## config.mk

```make
export PLATFORM = sky130hd
export DESIGN_NAME = traffic_conflict_monitor
export DESIGN_NICKNAME = d
export VERILOG_FILES = /design/src/rtl/tl_pkg.sv /design/src/rtl/tl_head_checker.sv /design/src/rtl/traffic_conflict_monitor.sv
export SDC_FILE = /design/constraint.sdc
export NUM_CORES = 1
export LEC_CHECK = 0
export CAP_MARGIN = 5
export CORE_UTILIZATION = 56
export CTS_BUF_LIST = sky130_fd_sc_hd__clkbuf_2
export CTS_CLUSTER_SIZE = 12
export DETAILED_ROUTE_END_ITERATION = 12
export PLACE_DENSITY_LB_ADDON = 0.05
export SLEW_MARGIN = 25
export SYNTH_ARGS = -nofsm -noshare
export SYNTH_HDL_FRONTEND = slang
export SYNTH_HIERARCHICAL = 1
export SYNTH_SLANG_ARGS = --single-unit
```

## constraint.sdc

```tcl
create_clock -name clk -period 2.8 [get_ports clk]
set_input_delay 0.42 -clock clk [delete_from_list [all_inputs] [get_ports clk]]
set_output_delay 0.42 -clock clk [all_outputs]
set_load 0.1 [all_outputs]
```

## src/rtl/tl_pkg.sv

```systemverilog
// Shared lamp encodings, fault codes and monitor states for the traffic conflict monitor.
package tl_pkg;

    localparam logic [2:0] RED  = 3'b100;
    localparam logic [2:0] YEL  = 3'b010;
    localparam logic [2:0] GRN  = 3'b001;
    localparam logic [2:0] DARK = 3'b000;

    typedef enum logic [2:0] {
        NONE         = 3'd0,
        ILLEGAL      = 3'd1,
        CONFLICT     = 3'd2,
        PED_CONFLICT = 3'd3,
        SEQ          = 3'd4,
        SHORT_YEL    = 3'd5
    } fault_code_t;

    typedef enum logic [1:0] {
        MONITOR = 2'd0,
        FAULT   = 2'd1,
        RECOVER = 2'd2
    } mon_state_t;

    // True for one of the three defined one-hot lamp values.
    function automatic logic is_legal(input logic [2:0] l);
        return (l == RED) || (l == YEL) || (l == GRN);
    endfunction

    // True for a legal lamp value that is not red.
    function automatic logic is_non_red(input logic [2:0] l);
        return is_legal(l) && (l != RED);
    endfunction

endpackage

```

## src/rtl/tl_head_checker.sv

```systemverilog
// Per-head history: previous lamp, consecutive-yellow counter, sequence and short-yellow checks.
module tl_head_checker
    import tl_pkg::*;
#(
    parameter int unsigned MIN_YELLOW = 3
) (
    input  logic       clk,
    input  logic       rst,
    input  logic [2:0] head,
    input  logic       prev_valid,
    input  logic       enable,
    output logic       seq_err,
    output logic       short_yel_err
);

    localparam int unsigned YW = $clog2(MIN_YELLOW + 1);

    logic [2:0]    prev_q;
    logic [YW-1:0] yel_cnt;

    // Track last lamp and saturating yellow run length while monitoring; forget history otherwise.
    always_ff @(posedge clk or negedge rst) begin
        if (!rst) begin
            prev_q  <= RED;
            yel_cnt <= '0;
        end else if (enable) begin
            prev_q <= head;
            if (head == YEL) begin
                if (yel_cnt != YW'(MIN_YELLOW)) begin
                    yel_cnt <= yel_cnt + YW'(1);
                end
            end else begin
                yel_cnt <= '0;
            end
        end else begin
            yel_cnt <= '0;
        end
    end

    // Illegal transitions are only meaningful once a previous monitored value exists.
    always_comb begin
        seq_err       = 1'b0;
        short_yel_err = 1'b0;
        if (enable && prev_valid) begin
            seq_err = ((prev_q == GRN) && (head == RED)) ||
                      ((prev_q == RED) && (head == YEL)) ||
                      ((prev_q == YEL) && (head == GRN));
            short_yel_err = (prev_q == YEL) && (head == RED) &&
                            (yel_cnt < YW'(MIN_YELLOW));
        end
    end

endmodule

```

## src/rtl/traffic_conflict_monitor.sv

```systemverilog
// Safety stage behind traffic_light: checks lamp buses, passes them through one cycle late,
// and on the first fault flashes red until cleared, then holds all-red before resuming.
// Optional macro FAULT_COUNT_EN adds the saturating fault_cnt output.
module traffic_conflict_monitor
    import tl_pkg::*;
#(
    parameter int unsigned MIN_YELLOW  = 3,
    parameter int unsigned FLASH_HALF  = 4,
    parameter int unsigned ALL_RED_CYC = 6
) (
    input  logic       clk,
    input  logic       rst,
    input  logic [2:0] ns,
    input  logic [2:0] ew,
    input  logic [2:0] p_ns,
    input  logic [2:0] p_ew,
    input  logic       fault_clr,
    output logic [2:0] lamp_ns,
    output logic [2:0] lamp_ew,
    output logic [2:0] lamp_p_ns,
    output logic [2:0] lamp_p_ew,
    output logic       fault,
    output logic [2:0] fault_code
`ifdef FAULT_COUNT_EN
    ,
    output logic [7:0] fault_cnt
`endif
);

    localparam int unsigned FLASH_PER = 2 * FLASH_HALF;
    localparam int unsigned CNT_MAX   = (FLASH_PER > ALL_RED_CYC) ? FLASH_PER : ALL_RED_CYC;
    localparam int unsigned CNT_W     = $clog2(CNT_MAX + 1);

    mon_state_t       state;
    mon_state_t       state_nxt;
    fault_code_t      code_c;
    fault_code_t      code_q;
    logic [CNT_W-1:0] cnt;
    logic [CNT_W-1:0] flash_nxt_c;
    logic [2:0]       flash_lamp_c;
    logic             rec_done_c;
    logic             prev_valid;
    logic             chk_en_c;
    logic             ns_seq_c;
    logic             ns_short_c;
    logic             ew_seq_c;
    logic             ew_short_c;

    assign chk_en_c   = (state == MONITOR);
    assign fault_code = code_q;

    tl_head_checker #(.MIN_YELLOW(MIN_YELLOW)) u_ns_chk (
        .clk           (clk),
        .rst           (rst),
        .head          (ns),
        .prev_valid    (prev_valid),
        .enable        (chk_en_c),
        .seq_err       (ns_seq_c),
        .short_yel_err (ns_short_c)
    );

    tl_head_checker #(.MIN_YELLOW(MIN_YELLOW)) u_ew_chk (
        .clk           (clk),
        .rst           (rst),
        .head          (ew),
        .prev_valid    (prev_valid),
        .enable        (chk_en_c),
        .seq_err       (ew_seq_c),
        .short_yel_err (ew_short_c)
    );

    // Priority encode of all checks; lowest code wins.
    always_comb begin
        code_c = NONE;
        if (!is_legal(ns) || !is_legal(ew) || !is_legal(p_ns) || !is_legal(p_ew)) begin
            code_c = ILLEGAL;
        end else if (is_non_red(ns) && is_non_red(ew)) begin
            code_c = CONFLICT;
        end else if ((is_non_red(p_ns) && is_non_red(ew)) ||
                     (is_non_red(p_ew) && is_non_red(ns))) begin
            code_c = PED_CONFLICT;
        end else if (ns_seq_c || ew_seq_c) begin
            code_c = SEQ;
        end else if (ns_short_c || ew_short_c) begin
            code_c = SHORT_YEL;
        end
    end

    // Flash phase counter wraps over one full on/off period; recover ends after its last cycle.
    always_comb begin
        flash_nxt_c  = (cnt == CNT_W'(FLASH_PER - 1)) ? '0 : cnt + CNT_W'(1);
        flash_lamp_c = (flash_nxt_c < CNT_W'(FLASH_HALF)) ? RED : DARK;
        rec_done_c   = (cnt == CNT_W'(ALL_RED_CYC - 1));
    end

    // Next-state logic.
    always_comb begin
        state_nxt = state;
        case (state)
            MONITOR: if (code_c != NONE) state_nxt = FAULT;
            FAULT:   if (fault_clr)      state_nxt = RECOVER;
            RECOVER: if (rec_done_c)     state_nxt = MONITOR;
            default: state_nxt = MONITOR;
        endcase
    end

    // State register.
    always_ff @(posedge clk or negedge rst) begin
        if (!rst) begin
            state <= MONITOR;
        end else begin
            state <= state_nxt;
        end
    end

    // Registered lamp drive, fault flag/code, phase counter and history-valid flag.
    always_ff @(posedge clk or negedge rst) begin
        if (!rst) begin
            lamp_ns    <= RED;
            lamp_ew    <= RED;
            lamp_p_ns  <= RED;
            lamp_p_ew  <= RED;
            fault      <= 1'b0;
            code_q     <= NONE;
            cnt        <= '0;
            prev_valid <= 1'b0;
        end else begin
            case (state)
                MONITOR: begin
                    if (code_c != NONE) begin
                        // Offending inputs never reach the lamps; flash starts with red.
                        fault     <= 1'b1;
                        code_q    <= code_c;
                        cnt       <= '0;
                        lamp_ns   <= RED;
                        lamp_ew   <= RED;
                        lamp_p_ns <= RED;
                        lamp_p_ew <= RED;
                    end else begin
                        lamp_ns    <= ns;
                        lamp_ew    <= ew;
                        lamp_p_ns  <= p_ns;
                        lamp_p_ew  <= p_ew;
                        prev_valid <= 1'b1;
                    end
                end
                FAULT: begin
                    lamp_p_ns <= RED;
                    lamp_p_ew <= RED;
                    if (fault_clr) begin
                        fault   <= 1'b0;
                        cnt     <= '0;
                        lamp_ns <= RED;
                        lamp_ew <= RED;
                    end else begin
                        cnt     <= flash_nxt_c;
                        lamp_ns <= flash_lamp_c;
                        lamp_ew <= flash_lamp_c;
                    end
                end
                RECOVER: begin
                    // Lamps stay red through the exit edge so unchecked inputs are never driven.
                    lamp_ns   <= RED;
                    lamp_ew   <= RED;
                    lamp_p_ns <= RED;
                    lamp_p_ew <= RED;
                    if (rec_done_c) begin
                        code_q     <= NONE;
                        prev_valid <= 1'b0;
                        cnt        <= '0;
                    end else begin
                        cnt <= cnt + CNT_W'(1);
                    end
                end
                default: ;
            endcase
        end
    end

`ifdef FAULT_COUNT_EN
    // Saturating count of MONITOR->FAULT entries; only reset clears it.
    always_ff @(posedge clk or negedge rst) begin
        if (!rst) begin
            fault_cnt <= '0;
        end else if ((state == MONITOR) && (code_c != NONE) && (fault_cnt != 8'hFF)) begin
            fault_cnt <= fault_cnt + 8'd1;
        end
    end
`endif

endmodule

```

---- After elaboration in Yosys (flattened, before gate mapping) ----
Cells that the tools add are included.
Widths: inputs -> output; s select.
word-level totals
  register bits ........................... 33
  bits of input ports ..................... 15
  output and inout port bits .............. 16
  logic and storage cells ................. 148
cells by class
  add/sub/neg operators ................... 3
  magnitude comparators ................... 3
  equal/unequal tests ..................... 34
  multiplexer cells ....................... 43
  reductions and logical operators ........ 52
operator list
  kind                 number
  $mux 3               13
  $eq 3x1->1 const B   6
  $eq 3x2->1 const B   6
  $eq 3x3->1 const B   6
  $logic_and 1x1->1    18
  $logic_or 1x1->1     18
  $mux 2               9
  $ne 3x3->1 const B   6
  $pmux 3 s2           3
  $pmux 3 s3           2
  $mux 4               4
  $ne 2x2->1 const B   6
  $pmux 4 s3           1
  $reduce_and 3->1     4
  $eq 4x3->1 const B   2
  $mux 1               8
  $pmux 2 s3           1
  $reduce_bool 2->1    3
  $reduce_bool 3->1    2
  $add 2x1->2 const B  2
  $add 4x1->4 const B  1
  $logic_not 1->1      4
  $lt 2x2->1 const B   2
  $lt 4x3->1 const B   1
  other kinds (6)      7

---- Longest topological paths before layout ----
  depth in word-level cells ............... 13
  gate-level depth with buffers ........... 10
  depth with buffers taken out ............ 10

---- Modules after synthesis ----
Netlist, hierarchy kept.
modules (own cells, without submodules)
  module                    times used  cells each  area an instance (um2)  seq. area each (um2)
  traffic_conflict_monitor  1           148         1,496.4                 580.6
  tl_head_checker           2           24          286.5                   126.4

---- Worst setup path before layout ----
OpenSTA, ideal clock, no wires.
  path kind ............................... reg2reg
  start point ............................. reg state[0]
  end point ............................... reg code_q[2], in the netlist fault_code[2]
  library setup time ...................... 0.128 ns
  arrival ................................. 2.339 ns
  required time ........................... 2.672 ns
  path slack .............................. 0.333 ns
  cell stages (with the launch flop) ...... 11
  path buffers ............................ 1
  clock period less this slack ............ 2.467 ns
  cell sequence ........................... dfrtp_1 -> inv_1 -> ha_1 -> nand2_1 -> nor3_1 -> and3_1 -> nor4_1 -> nor4b_2 -> buf_6 -> a21oi_2 -> mux2_1
between the ends
  cells in the longest elaborated chain, start to end .. 12
  elaborated cells on any way between the ends .. 21
  those cells by class .................... eq/ne: 3; mux: 11; reduce/logical: 7
ends and longest elaborated chain
  element                     RTL line                         text
  start, declared             traffic_conflict_monitor.sv:34   mon_state_t state;
  start signal, assigned      traffic_conflict_monitor.sv:112  state <= state_nxt;
  $logic_not 2->1 *           traffic_conflict_monitor.sv:49   assign chk_en_c = (state == MONITOR);
  via chk_en_c                traffic_conflict_monitor.sv:43   logic chk_en_c;
  $logic_and 1x1->1 *         tl_head_checker.sv:44            if (enable && prev_valid) begin
  $mux 1 *                    tl_head_checker.sv:44
  via ew_short_c              traffic_conflict_monitor.sv:47   logic ew_short_c;
  $logic_or 1x1->1 *          traffic_conflict_monitor.sv:84   end else if (ns_short_c || ew_short_c) begin
  $mux 3 *                    traffic_conflict_monitor.sv:84
  $mux 3 *                    traffic_conflict_monitor.sv:82   end else if (ns_seq_c || ew_seq_c) begin
  $mux 3 *                    traffic_conflict_monitor.sv:79   end else if ((is_non_red(p_ns) && is_non_red(ew)) ||
  $mux 3 *                    traffic_conflict_monitor.sv:77   end else if (is_non_red(ns) && is_non_red(ew)) begin
  $mux 3 *                    traffic_conflict_monitor.sv:75   if (!is_legal(ns) || !is_legal(ew) || !is_legal(p_ns) || !is_legal(p_ew)) begin
  $reduce_bool 3->1           traffic_conflict_monitor.sv:130  if (code_c != NONE) begin
  $ne 2x2->1 (no line)        -
  $reduce_and 3->1 (no line)  -
  end signal, assigned        traffic_conflict_monitor.sv:133  code_q <= code_c;
  end, declared               traffic_conflict_monitor.sv:37   fault_code_t code_q;
Mark *: on every way through the listed nets, which the timed path passes. The rest lies on a longest branch. The select of a mux whose other input is x is not followed.
A chain may end at the register's enable or synchronous reset.

---- Final worst setup path ----
  start point ............................. reg state[0]
  end point ............................... reg lamp_ns[0]
between the ends
  cells in the longest elaborated chain, start to end .. 12
  elaborated cells on any way between the ends .. 19
  those cells by class .................... eq/ne: 2; mux: 11; reduce/logical: 6
ends and longest elaborated chain
  element               RTL line                         text
  $logic_not 2->1       traffic_conflict_monitor.sv:49
  via chk_en_c          traffic_conflict_monitor.sv:43
  $logic_and 1x1->1     tl_head_checker.sv:44
  $mux 1                tl_head_checker.sv:44
  via ew_short_c        traffic_conflict_monitor.sv:47
  $logic_or 1x1->1      traffic_conflict_monitor.sv:84
  $mux 3                traffic_conflict_monitor.sv:84
  $mux 3                traffic_conflict_monitor.sv:82
  $mux 3                traffic_conflict_monitor.sv:79
  $mux 3                traffic_conflict_monitor.sv:77
  $mux 3                traffic_conflict_monitor.sv:75
  $reduce_bool 3->1     traffic_conflict_monitor.sv:130
  $mux 3                traffic_conflict_monitor.sv:130
  $pmux 3 s3            traffic_conflict_monitor.sv:128  case (state)
  end signal, assigned  traffic_conflict_monitor.sv:140  lamp_ns <= ns;
  end signal, assigned  traffic_conflict_monitor.sv:157  lamp_ns <= flash_lamp_c;
  end, declared         traffic_conflict_monitor.sv:18   output logic [2:0] lamp_ns,
The timed path passes the listed nets, and every way through them passes these cells.

==> impl_metrics.yaml <==
cts:
  cts_root_buffer: "clkbuf_2"
  cts.sinks: 33
  cts_tree: "yes"
  htreeDepth: 2
  worstSkewPairLatency_ns: 0.38
  clockBufferDepth: 2
  hold_buffers: 0
  cts_buffers: 5
  path_clk_slew_ns: 0.18
setup_path:
  worstSetupPathType: "flip-flop to flip-flop"
  worst_setup_path_end_kind: "flip-flop"
  path_max_fanout: 12
  cp.arrival_ns: 2.91
  r2r_cells: 10
  regToRegStartpoint: "state[0]$_DFFE_PN0P_"
  r2r_end: "lamp_ns[0]$_DFFE_PN0P_"
  cp-start-kind: "flip-flop"
  cp.required_ns: 3.12
  rrSetupSlack_ns: 0.20
floorplanning:
  start_util_pct: 60.1
  core_um2: 3440
  die_w_um: 62.8
  die_h_um: 62.8
  io_pins: 31
  rows: 21
  dieArea_um2: 3940
routing:
  vias: 1728
  wl_per_cell_um: 16.3
  dr.first_iter.drc_count: 160
  first_pass_iters: 5
  drc: 0
  vias_per_cell: 6.08
  ant_nets: 0
  wl_mm: 4.62
sta:
  finalCritPeriodShare_pct: 92.8
  setup_tns_ns: 0
  finalHoldWorstSlack_ns: 0.410
  setup_violations: 0
  finalHoldViolations: 0
  period_needed_ns: 2.60
  max_freq_mhz: 385
  worst_pin_slew_ns: 0.648
  grt_setup_unrepaired: "false"
  skew_ns: 0.0196
  slew_headroom_pct: 56.6
  slew_violations: 0
synthesis:
  ys_types: 53
  synth_top_flop_cell: "dfrtp_1"
  syn_inst: 196
  synth_area_um2: 2070
  async_flop_share_pct: 100
  synth_seq_cells: 33
  synth.avg_cell_area_um2: 10.6
  seq_area_frac_synth_pct: 40.3
  yosys_warnings: 6
  synth.net_count: 220
  synth_edf_count: 0
hold_path:
  min_path_type: "input port to async pin"
layout:
  drive_above_1_share_pct: 23.5
  num-fill-cells: 259
  area_growth_syn_to_layout_pct: 19.6
  stdcell_count: 284
  layout.nets: 261
  antenna_cells: 0
  fin_area_um2: 2480
  fin_util_pct: 71.9
placed_design:
  placed_area_um2: 2430
  place_hpwl_mm: 3.44
  portBuffers: 30
  routabilityCongestion: 0.828
  dp.cells: 276
job:
  drv_cap: 0
status:
  status: "complete, no violations"
global_routing:
  grt_max_degree: 34
  antenna_found_initial: 0
  overflow: 0
  grt_usage_pct: 24.9
  grt_first_pass_wirelength_mm: 7.63
  grt_pass1_vias: 1603
power:
  vdd_drop_max_mv: 0.555
  p_leak_nw: 1.08
  power_density_nw_per_um2: 807
[worst max-delay path by stage]
stage | startpoint | to | slack [ns] | cells past startpoint
5_1_grt | state[0]$_DFFE_PN0P_ | lamp_ns[0]$_DFFE_PN0P_ | 0.05 | 10
6_report | state[0]$_DFFE_PN0P_ | lamp_ns[0]$_DFFE_PN0P_ | 0.20 | 10
3_5_place_dp | ew[0] | lamp_p_ns[0]$_DFFE_PN0P_ | -0.15 | 9
2_1_floorplan | state[0]$_DFFE_PN0P_ | fault_code[2]$_DFFE_PN0P_ | 0.33 | 10
3_3_place_gp | ew[0] | lamp_p_ns[1]$_DFFE_PN0P_ | 0.02 | 9
4_1_cts | state[0]$_DFFE_PN0P_ | lamp_p_ns[0]$_DFFE_PN0P_ | 0.08 | 10
[sequential cells by signal (all words and copies together) (netlist names)]
signal and cells:
lamp_p_ns 3, fault 1, state 2, fault_code 3
u_ns_chk/yel_cnt 2, lamp_p_ew 3, cnt 4, lamp_ew 3
u_ns_chk/prev_q 3, u_ew_chk/yel_cnt 2, prev_valid 1, lamp_ns 3
u_ew_chk/prev_q 3
[stage by stage]
stage               setup WS (ns)  power, mW
global placement           0.0182       1.72
finish                      0.202       2.00
global route               0.0505       2.11
detailed placement         -0.147       1.76
floorplan                   0.333       1.49
CTS                        0.0778       2.00
[cell usage after synthesis (all sizes together) (3+ instances only)]
cell | instances | area share, %
mux2i | 3 | 1.5
ha | 9 | 5.4
nor4 | 4 | 2.1
a32o | 8 | 3.9
clkbuf | 3 | 0.54
and4bb | 4 | 2.4
nand2b | 3 | 0.91
inv | 9 | 1.6
nor2 | 14 | 2.5
xor2 | 3 | 1.3
a21oi | 9 | 2.7
buf | 4 | 1.5
dfrtp | 27 | 33
o21ai | 9 | 2.2
or3 | 6 | 1.8
nand3b | 4 | 1.5
nand3 | 4 | 0.97
dfstp | 6 | 7.6
nor4b | 3 | 2.2
nor3 | 8 | 2.7
and3 | 3 | 0.91
mux2 | 9 | 4.9
nand2 | 9 | 1.6
xnor2 | 4 | 2.1
[kinds of logic after synthesis]
family,count (synthesis),synth area share [%]
AO/OA/AOI/OAI,45,16.9
XOR/XNOR,7,3.33
adder cells (fa/ha/maj),9,5.44
buffers and inverters,16,3.63
flip-flops,33,40.3
multiplexers,12,6.35
AND/OR/NAND/NOR,74,24.1
[routing by layer]
metal  up-vias  track usage [%]  routed length, um
met5         -                0                  0
met4         0             8.14                 60
met3         7             6.57                305
met2        67             39.0               2160
met1       829             33.5               2090
li1        825                -                  -
[critical path, stage by stage, from the launching register on]
cell and delay (ns):
dfrtp_1 0.44, inv_1 0.08, ha_1 0.31, nand2_1 0.15, nor3_1 0.05, and3_1 0.21
nor4_2 0.33, nor4b_2 0.25, buf_4 0.24, and2_2 0.28, a32o_1 0.19
[final cells by class]
type,count,area (um^2),share of cell area (%)
inverters,9,33.8,1.36
repair buffers,41,343,13.8
clock inverters,2,10.0,0.404
clock buffers,6,30.0,1.21
multi-input cells,147,1170,47.2
flip-flops and latches,33,833,33.7
well taps,46,57.6,2.32
[placed cells by master, fill, tap and decap left out, drive strengths merged, types with 8 or more instances in the layout]
cell / n
dfrtp: 27
o21ai: 9
a21oi: 9
a32o: 8
nor2: 14
nor3: 8
buf: 27
ha: 9
nand2: 9
inv: 9
mux2: 9
clkdlybuf4s50: 14
[where the power goes]
group	switching (mW)	internal (mW)
combinational	0.679	0.373
clock	0.166	0.0627
sequential	0.107	0.611
total	0.952	1.05
[timing repair]
item / 4_1_cts / 5_1_grt
gates resized for setup: 0 / 2
setup buffers: 0 / 0
setup endpoints to repair: 0 / 12
hold endpoints to repair: 0 / 0
Power figures use the tool's default switching activity.
